File: src/rtl/lap_display_ctrl.sv
// lap_display_ctrl
//   Display-selection controller for the stopwatch. Captures split times
//   into a ring buffer, holds a fresh split on the display for HOLD_TICKS
//   cycles, lets the user browse stored laps newest to oldest, and drives
//   six BCD digits in either min/sec/centisec or hr/min/sec format.
//
// Ports
//   clk          system clock (100 Hz)
//   rst_n        synchronous active-low reset
//   key          format toggle, level; acts on rising edge
//   parziale     split capture, level; acts on rising edge
//   recall       browse stored laps, level; acts on rising edge
//   clear        erase lap memory, level; acts on rising edge
//   centisec/sec/min/hr   live time
//   disp0..disp5 BCD digits, disp0 least significant (registered)
//   lap_idx      ordinal of the displayed lap, 1 = newest, 0 when live
//   lap_count    number of laps stored
//   show_lap     high when the digits show a stored lap (registered)
//
// state  | meaning
// -------+-----------------------------------------------------------
// LIVE   | live time on the display
// HOLD   | freshly captured split shown until hold_cnt expires
// RECALL | browsing stored laps; lap_idx selects which one, no timeout

module lap_display_ctrl #(
    parameter int HOLD_TICKS = 500,
    parameter int NUM_LAPS   = 8,
    parameter int IDX_W      = 4
) (
    input  logic             clk,
    input  logic             rst_n,
    input  logic             key,
    input  logic             parziale,
    input  logic             recall,
    input  logic             clear,
    input  logic [6:0]       centisec,
    input  logic [5:0]       sec,
    input  logic [5:0]       min,
    input  logic [4:0]       hr,
    output logic [3:0]       disp0,
    output logic [3:0]       disp1,
    output logic [3:0]       disp2,
    output logic [3:0]       disp3,
    output logic [3:0]       disp4,
    output logic [3:0]       disp5,
    output logic [IDX_W-1:0] lap_idx,
    output logic [IDX_W-1:0] lap_count,
    output logic             show_lap
);

    localparam int PTR_W = (NUM_LAPS > 1) ? $clog2(NUM_LAPS) : 1;
    localparam int HC_W  = (HOLD_TICKS > 1) ? $clog2(HOLD_TICKS) : 1;
    localparam logic [HC_W-1:0]  HOLD_LAST = HC_W'(HOLD_TICKS - 1);
    localparam logic [IDX_W-1:0] LAPS_MAX  = IDX_W'(NUM_LAPS);

    typedef enum logic [1:0] {
        LIVE   = 2'd0,
        HOLD   = 2'd1,
        RECALL = 2'd2
    } state_t;

    state_t           state_q, state_d;
    logic             mode_q, mode_d;
    logic [PTR_W-1:0] wr_ptr_q, wr_ptr_d;
    logic [IDX_W-1:0] count_q, count_d;
    logic [IDX_W-1:0] idx_q, idx_d;
    logic [HC_W-1:0]  hold_cnt_q, hold_cnt_d;

    logic key_r, parz_r, recall_r, clear_r;
    logic key_p, parz_p, recall_p, clear_p;
    logic cap_en;

    // Lap slot layout: {centisec[6:0], sec[5:0], min[5:0], hr[4:0]}
    logic [23:0]      lap_mem [NUM_LAPS];
    logic [PTR_W-1:0] rd_slot;
    logic [23:0]      src;
    logic [6:0]       src_cs, src_sec, src_min, src_hr;
    logic [23:0]      digits_d;

    function automatic logic [3:0] tens(input logic [6:0] v);
        logic [6:0] q;
        q = v / 7'd10;
        return q[3:0];
    endfunction

    function automatic logic [3:0] units(input logic [6:0] v);
        logic [6:0] r;
        r = v % 7'd10;
        return r[3:0];
    endfunction

    assign key_p    = key      & ~key_r;
    assign parz_p   = parziale & ~parz_r;
    assign recall_p = recall   & ~recall_r;
    assign clear_p  = clear    & ~clear_r;

    // Clear outranks capture, so a simultaneous clear leaves memory untouched.
    assign cap_en = rst_n & parz_p & ~clear_p;

    always_comb begin
        state_d    = state_q;
        wr_ptr_d   = wr_ptr_q;
        count_d    = count_q;
        idx_d      = idx_q;
        hold_cnt_d = hold_cnt_q;
        mode_d     = mode_q ^ key_p;

        if (clear_p) begin
            state_d    = LIVE;
            wr_ptr_d   = '0;
            count_d    = '0;
            idx_d      = '0;
            hold_cnt_d = '0;
        end else if (parz_p) begin
            state_d    = HOLD;
            wr_ptr_d   = wr_ptr_q + PTR_W'(1);
            idx_d      = IDX_W'(1);
            hold_cnt_d = '0;
            if (count_q != LAPS_MAX)
                count_d = count_q + IDX_W'(1);
        end else if (recall_p) begin
            hold_cnt_d = '0;
            unique case (state_q)
                LIVE: begin
                    if (count_q != '0) begin
                        state_d = RECALL;
                        idx_d   = IDX_W'(1);
                    end
                end
                HOLD: begin
                    if (count_q >= IDX_W'(2)) begin
                        state_d = RECALL;
                        idx_d   = IDX_W'(2);
                    end else begin
                        state_d = LIVE;
                        idx_d   = '0;
                    end
                end
                RECALL: begin
                    if (idx_q == count_q) begin
                        state_d = LIVE;
                        idx_d   = '0;
                    end else begin
                        idx_d = idx_q + IDX_W'(1);
                    end
                end
                default: begin
                    state_d = LIVE;
                    idx_d   = '0;
                end
            endcase
        end else if (state_q == HOLD) begin
            if (hold_cnt_q == HOLD_LAST) begin
                state_d    = LIVE;
                idx_d      = '0;
                hold_cnt_d = '0;
            end else begin
                hold_cnt_d = hold_cnt_q + HC_W'(1);
            end
        end
    end

    // HOLD always has lap_idx = 1, so one subtraction serves both views.
    assign rd_slot = wr_ptr_q - idx_q[PTR_W-1:0];

    always_comb begin
        src = {centisec, sec, min, hr};
        if (state_q != LIVE)
            src = lap_mem[rd_slot];
        src_cs  = src[23:17];
        src_sec = {1'b0, src[16:11]};
        src_min = {1'b0, src[10:5]};
        src_hr  = {2'b00, src[4:0]};
        if (mode_q)
            digits_d = {tens(src_hr), units(src_hr), tens(src_min), units(src_min),
                        tens(src_sec), units(src_sec)};
        else
            digits_d = {tens(src_min), units(src_min), tens(src_sec), units(src_sec),
                        tens(src_cs), units(src_cs)};
    end

    always_ff @(posedge clk) begin
        if (cap_en)
            lap_mem[wr_ptr_q] <= {centisec, sec, min, hr};
    end

    always_ff @(posedge clk) begin
        if (!rst_n) begin
            state_q    <= LIVE;
            mode_q     <= 1'b0;
            wr_ptr_q   <= '0;
            count_q    <= '0;
            idx_q      <= '0;
            hold_cnt_q <= '0;
            key_r      <= 1'b0;
            parz_r     <= 1'b0;
            recall_r   <= 1'b0;
            clear_r    <= 1'b0;
            {disp5, disp4, disp3, disp2, disp1, disp0} <= '0;
            show_lap   <= 1'b0;
        end else begin
            state_q    <= state_d;
            mode_q     <= mode_d;
            wr_ptr_q   <= wr_ptr_d;
            count_q    <= count_d;
            idx_q      <= idx_d;
            hold_cnt_q <= hold_cnt_d;
            key_r      <= key;
            parz_r     <= parziale;
            recall_r   <= recall;
            clear_r    <= clear;
            {disp5, disp4, disp3, disp2, disp1, disp0} <= digits_d;
            show_lap   <= (state_q != LIVE);
        end
    end

    assign lap_idx   = idx_q;
    assign lap_count = count_q;

endmodule

File: config.mk
export PLATFORM = sky130hd
export DESIGN_NAME = lap_display_ctrl
export DESIGN_NICKNAME = d
export VERILOG_FILES = /design/src/rtl/lap_display_ctrl.sv
export SDC_FILE = /design/constraint.sdc
export NUM_CORES = 1
export LEC_CHECK = 0
export CORE_UTILIZATION = 40
export DETAILED_ROUTE_END_ITERATION = 10
export GPL_TIMING_DRIVEN = 0
export SLEW_MARGIN = 20
export SYNTH_ARGS = -nofsm -noshare
export SYNTH_HDL_FRONTEND = slang
export SYNTH_SLANG_ARGS = --single-unit
File: constraint.sdc
create_clock -name clk -period 5.6 [get_ports clk]
set_input_delay 0.56 -clock clk [delete_from_list [all_inputs] [get_ports clk]]
set_output_delay 0.56 -clock clk [all_outputs]
set_load 0.01 [all_outputs]
Yosys cells after proc, flatten, opt, wreduce, memory -nomap -nowiden
Memories as Yosys holds them, arrays and structs flattened.
Cells that the tools add are included.
{ "classes": {"addsub": 5, "n_div": 8, "n_lt_le_gt_ge": 1, "eq_ne": 9, "muxes": 21, "n_bitwise": 13, "reduce_logical": 15} }
{ "ops": {"columns": ["cell", "n"], "rows": [
  ["$mux 24", 2],
  ["$mux 4", 5],
  ["$div 6x4->7 const B", 2],
  ["$mod 6x4->7 const B", 2],
  ["$mux 2", 7],
  ["$ne 4x4->1 const B", 3],
  ["$pmux 4 s3", 1],
  ["$add 9x1->9 const B", 1],
  ["$eq 9x9->1 const B", 1],
  ["$mux 9", 1],
  ["$add 4x1->4 const B", 2],
  ["$reduce_and 4->1", 2],
  ["$div 5x4->7 const B", 1],
  ["$div 7x4->7 const B", 1],
  ["$mod 5x4->7 const B", 1],
  ["$mod 7x4->7 const B", 1],
  ["$and 1x1->1", 6],
  ["$ne 3x3->1 const B", 2],
  ["$not 1->1", 6],
  ["$pmux 2 s3", 1],
  ["$reduce_and 3->1", 2],
  ["$reduce_bool 2->1", 3],
  ["$reduce_bool 3->1", 2],
  ["$eq 4x4->1", 1],
  ["other kinds (13)", 16]
]} }
{ "totals": {"register_bits": 52, "ram_bits": 192, "in_bits": 30, "out_inout_bits": 33, "elab_cells": 92, "n_memories": 1} }
{ "mem_list": {"columns": ["memory", "depth", "width", "read_ports", "rd_clocked_by_memory_dff", "wr", "line", "rtl"], "rows": [
  ["lap_mem", 8, 24, 1, 0, 1, "75", "logic [23:0] lap_mem [NUM_LAPS];"]
]} }

Longest topological paths before layout
{ "logic_depth": {"depth_word": 6, "depth_mapped": 31, "depth_no_buf": 28} }

Worst setup path before layout
OpenSTA, ideal clock, no wires.
{ "synth_timing": {"path_type": "register -> register", "from": "register idx_q[0], in the netlist lap_idx[0]", "to": "register disp0[2]", "setup_ns": 0.067, "arrival_time_ns": 5.988, "required_ns": 5.533, "setup_slack_ns": -0.454, "stages_incl_launch_ff": 30, "path_buffers": 3, "synth_period_minus_slack_ns": 6.054, "cell_sequence": "dfxtp_1 -> ha_1 -> inv_1 -> fa_1 -> buf_2 -> buf_1 -> mux4_2 -> mux2i_1 -> a21o_1 -> nor3_1 -> nor2_1 -> ha_1 -> clkbuf_1 -> o311a_1 -> o311ai_4 -> inv_2 -> ha_1 -> inv_1 -> o31ai_1 -> a211oi_1 -> nand2_1 -> xnor2_1 -> inv_1 -> ha_1 -> a2111oi_0 -> a21o_1 -> a221o_1 -> a21oi_2 -> mux2_4 -> a21oi_2"} }
{ "synth_between": {"elab_chain_len": 5, "word_cells_on_any_way": 6, "cone_classes": "1 x add/sub; 2 x div; 2 x mux; 1 x memory"} }
{ "synth_lines": {"columns": ["item", "line", "rtl"], "rows": [
  ["start, declared", "67", "logic [IDX_W-1:0] idx_q, idx_d;"],
  ["start signal, assigned", "207", "idx_q <= idx_d;"],
  ["$sub 3x3->3 (*)", "165", "assign rd_slot = wr_ptr_q - idx_q[PTR_W-1:0];"],
  ["$mem_v2 8x24 (*)", null, null],
  ["$mux 24 (*)", "169", "if (state_q != LIVE)"],
  ["$mod 7x4->7 or $mod 6x4->7 (tied branches)", "89", "r = v % 7'd10;"],
  ["$mux 24 (*)", "175", "if (mode_q)"],
  ["end signal, assigned", "213", "{disp5, disp4, disp3, disp2, disp1, disp0} <= digits_d;"],
  ["end, declared", "41", "output logic [3:0] disp0,"]
]} }
Every way passes the cells marked *; elsewhere a longest branch is shown, timed or not.
A chain may end at the register's enable or synchronous reset.

Worst setup path after layout
{ "layout_timing": {"from": "register wr_ptr_q[0]", "to": "register disp0[2]"} }
{ "layout_between": {"elab_chain_len": 5, "word_cells_on_any_way": 6, "cone_classes": "1 x add/sub; 2 x div; 2 x mux; 1 x memory"} }
{ "layout_lines": {"columns": ["item", "line", "rtl"], "rows": [
  ["start, declared", "65", "logic [PTR_W-1:0] wr_ptr_q, wr_ptr_d;"],
  ["start signal, assigned", "205", "wr_ptr_q <= wr_ptr_d;"],
  ["$sub 3x3->3 (*)", "165", null],
  ["$mem_v2 8x24 (*)", null, null],
  ["$mux 24 (*)", "169", null],
  ["$mod 7x4->7 or $mod 6x4->7 (tied branches)", "89", null],
  ["$mux 24 (*)", "175", null]
]} }
Marked as above.

==> metrics.txt <==
result of the run complete, no violations; total power per unit cell area 333.0 nW/um2; Total Die Area 29170 um2; reg-to-reg endpoint disp0[2]; total leakage power 4.844 nW; area taken by flip-flops and latches 6774 um2; max cap viols 0; Final Routed Wirelength 26890 um; final max-slew violation count 0; count of synthesis-stage warnings from yosys 0; H-tree lvl count 1; # fillers 2486; layout overhead on the synthesized area 23.31%; number of cell instances on the worst register-to-register path 29; fin worst setup slack 163.2 ps; Inst Count DP 1317; data arrival at the endpoint of the critical path 5910 ps; required time at the endpoint of the critical path 6080 ps; count of hold buffers inserted by post-cts repair 0; pin count of the biggest net entering global routing 21; row cnt 61; initial standard-cell utilization of the core 0.4080; source of the worst hold timing path rst_n; detailed-route DRC error count 0; HPWL reported at the end of detailed placement 18580 um; layout cells sized above 1 0.2113; Syn Area/Cell 13.15 um2; final count of negative-setup-slack endpoints 0; post-CTS clock slew at the launch and capture registers of the worst setup and hold paths 60 ps; setup total negative slack 0 ps; Setup crit end kind register; Core Footprint 27930 um2; largest vdd supply drop 0.2432 mV; IO buf count 59; Worst path slowest cell sky130_fd_sc_hd__fa_2; flip-flop and latch count after synthesis 242; number of enable-type register cells in the synthesized netlist 192; detailed-route via count 7523; RD Place Congestion 0.8367; worst setup slack for register-to-register paths 160 ps; leading register cell type out of synthesis sky130_fd_sc_hd__edfxtp_1; critical path class register to register; number of antenna violations at the first check in global routing 0; CTS Buf Count 26; Hold Crit Class input pin to register; Final Hold Violating Endpoints 0; library cells used by synthesis 95; worst clock skew on the final layout 17.09 ps; number of global-route vias before repair 7198; width of the die 170.8 um; final core utilization 0.5031; post-layout minimum cycle time 5437 ps; top achievable clock speed 183.9 MHz; overall power after layout 4.679 mW; clock latency on the worst-skew pair 550 ps; global-route wire length before repair 41610 um; Seq/Total Area, Yosys 0.5937; Hold Crit Endpoint disp1[0]; global-route usage over all layers 0.1885; Detailed Route Iter0 Violations 644; commonest non-fill, non-tap cell in the layout sky130_fd_sc_hd__edfxtp_1; worst slew slack as a fraction of its limit 0.5746; WHS Path Cells 3; IO Pins 63; vertical die dimension 170.8 um; fraction of registers with async set/reset 0; unrepaired setup endpoints after global routing yes; first drt pass iteration count 5; most frequent cells in the layout sky130_fd_sc_hd__edfxtp_1 (192), sky130_fd_sc_hd__nand2_1 (90), sky130_fd_sc_hd__nor2_1 (76); nature of the critical path startpoint register; number of nets still failing antenna checks after routing 0; vias per cell 5.424; Setup WS pre-CTS -871.2 ps; WL per Instance 19.39 um; count of clock tree sinks 242; Max clock buf depth 3; delay-heaviest family, CP compound AO/OA/AOI/OAI gates; nets@finish 1038; combined area of the multi-input logic cells 4552 um2; actual slew at the worst max-slew pin 635.7 ps; Remaining Overflow, GRT 0; CP peak stage delay 550 ps; crit share post-route 0.9709; number of standard cells after synthesis 867; largest fanout on the critical path 10; Post-Syn Area 11400 um2; filler-free cell count of the finished design 1387; Clock Tree Root sky130_fd_sc_hd__clkbuf_16; clock tree from TritonCTS done; Critical path buffers and inverters 7; start of the worst register-to-register path wr_ptr_q[0]
routing by layer:
| metal | part of all wire | track usage |
|---|---|---|
| met1 | 0.46 | 0.2718 |
| met2 | 0.46 | 0.2976 |
| met3 | 0.057 | 0.02290 |
| met4 | 0.024 | 0.05640 |
| met5 | 0 | 0 |
cells in the mapped netlist (3+ instances only):
cell                       instances  area [um2]
sky130_fd_sc_hd__buf_4             7       52.55
sky130_fd_sc_hd__or2_2             3       18.77
sky130_fd_sc_hd__a21o_1            7       52.55
sky130_fd_sc_hd__nand3_1          29       145.1
sky130_fd_sc_hd__xor2_1           11       96.34
sky130_fd_sc_hd__a211oi_1         12       90.09
sky130_fd_sc_hd__inv_1            28       105.1
sky130_fd_sc_hd__a211o_1           3       26.28
sky130_fd_sc_hd__clkbuf_1         15       56.30
sky130_fd_sc_hd__mux2i_1          26       260.3
sky130_fd_sc_hd__mux2_2            3       33.78
sky130_fd_sc_hd__dfxtp_1          50        1001
sky130_fd_sc_hd__or3_1             5       31.28
sky130_fd_sc_hd__a21oi_2           5       43.79
sky130_fd_sc_hd__nor2_1           83       311.6
sky130_fd_sc_hd__buf_2             9       45.04
sky130_fd_sc_hd__o211a_1           6       60.06
sky130_fd_sc_hd__and3_1            8       50.05
sky130_fd_sc_hd__ha_1             19       237.7
sky130_fd_sc_hd__and4_1            3       26.28
sky130_fd_sc_hd__a31o_2            5       43.79
sky130_fd_sc_hd__nor3_1           16       80.08
sky130_fd_sc_hd__nor3b_1           3       22.52
sky130_fd_sc_hd__nand2_1          91       341.6
sky130_fd_sc_hd__o211ai_1          8       60.06
sky130_fd_sc_hd__nand2b_1         11       68.82
sky130_fd_sc_hd__and2_1            5       31.28
sky130_fd_sc_hd__o21ai_1           3       15.01
sky130_fd_sc_hd__a31oi_1           3       18.77
sky130_fd_sc_hd__a21oi_1          21       105.1
sky130_fd_sc_hd__edfxtp_1        192        5766
sky130_fd_sc_hd__o21ai_0          16       80.08
sky130_fd_sc_hd__nand4_1           6       37.54
sky130_fd_sc_hd__nor2b_1          10       62.56
sky130_fd_sc_hd__o311a_1           4       40.04
sky130_fd_sc_hd__o21a_1            7       52.55
sky130_fd_sc_hd__xnor2_1          16       140.1
sky130_fd_sc_hd__nand3b_1          3       22.52
sky130_fd_sc_hd__mux4_2           34       765.7
sky130_fd_sc_hd__o31ai_1           4       30.03
sky130_fd_sc_hd__o221ai_1          3       26.28
sky130_fd_sc_hd__buf_6             5       56.30
sky130_fd_sc_hd__nor4_1            4       25.02
layout make-up:
type | instances | share of cell area
flip-flops and latches | 242 | 0.4820
multi-input cells | 556 | 0.3239
repair buffers | 93 | 0.06740
clock buffers | 33 | 0.04817
well taps | 378 | 0.03365
plain buffers | 39 | 0.02368
clock inverters | 15 | 0.01282
inverters | 30 | 0.008191
diodes | 1 | 0.0001781
how the worst max path moves through the flow:
stage,startpoint,endpoint,slack (ps),depth (start not counted)
2_1_floorplan,wr_ptr_q[0],disp0[2],30,31
3_3_place_gp,wr_ptr_q[0],disp0[2],-920,30
3_5_place_dp,wr_ptr_q[0],disp0[2],-870,28
4_1_cts,wr_ptr_q[0],disp0[2],2,27
5_1_grt,wr_ptr_q[0],disp0[2],-30,27
6_report,wr_ptr_q[0],disp0[2],160,29
flip-flops by register name, summed over array words and instances, names as in the netlist, 2 cells and up:
signal	count
disp1	4
disp5	3
disp4	4
disp2	4
lap_idx	4
lap_count	4
hold_cnt_q	9
wr_ptr_q	3
state_q	2
disp3	3
lap_mem	192
disp0	4
where the power goes:
group	leakage [nW]	internal [mW]	switching, mW
logic	2.30	0.458	0.520
registers	2.14	1.98	0.0136
clock network	0.405	1.00	0.702
through the flow:
stage | instance area (um2) | hold WS, ps
final | 14050 | 468.8
after global routing | 14050 | 482.9
after CTS | 13920 | 428.4
after detailed placement | 12750 | 509.0
after global placement | 12500 | 493.2
after floorplan | 11440 | 477.6
worst min-delay path, delay by kind of cell:
family | cells | cell delay, ps
buf+inv | 1 | 210
compound gates | 2 | 190
timing repair:
| action | in CTS | in global routing |
|---|---|---|
| setup endpoints to repair | 4 | 11 |
| pin swaps | 13 | 12 |
| setup buffers | 18 | 4 |
| gates resized for setup | 38 | 24 |
kinds of logic after synthesis:
logic type / after synthesis / synth area share
and+or+nand+nor: 288 / 0.1192
DFF: 242 / 0.5937
AOI/OAI and AO/OA: 150 / 0.1061
buffers and inverters: 70 / 0.03348
muxes: 67 / 0.09957
xor gates and xnor gates: 29 / 0.02503
adders and majority gates: 20 / 0.02262
other: 1 / 0.0003290
Note: power is estimated with default switching activity, not from simulation.
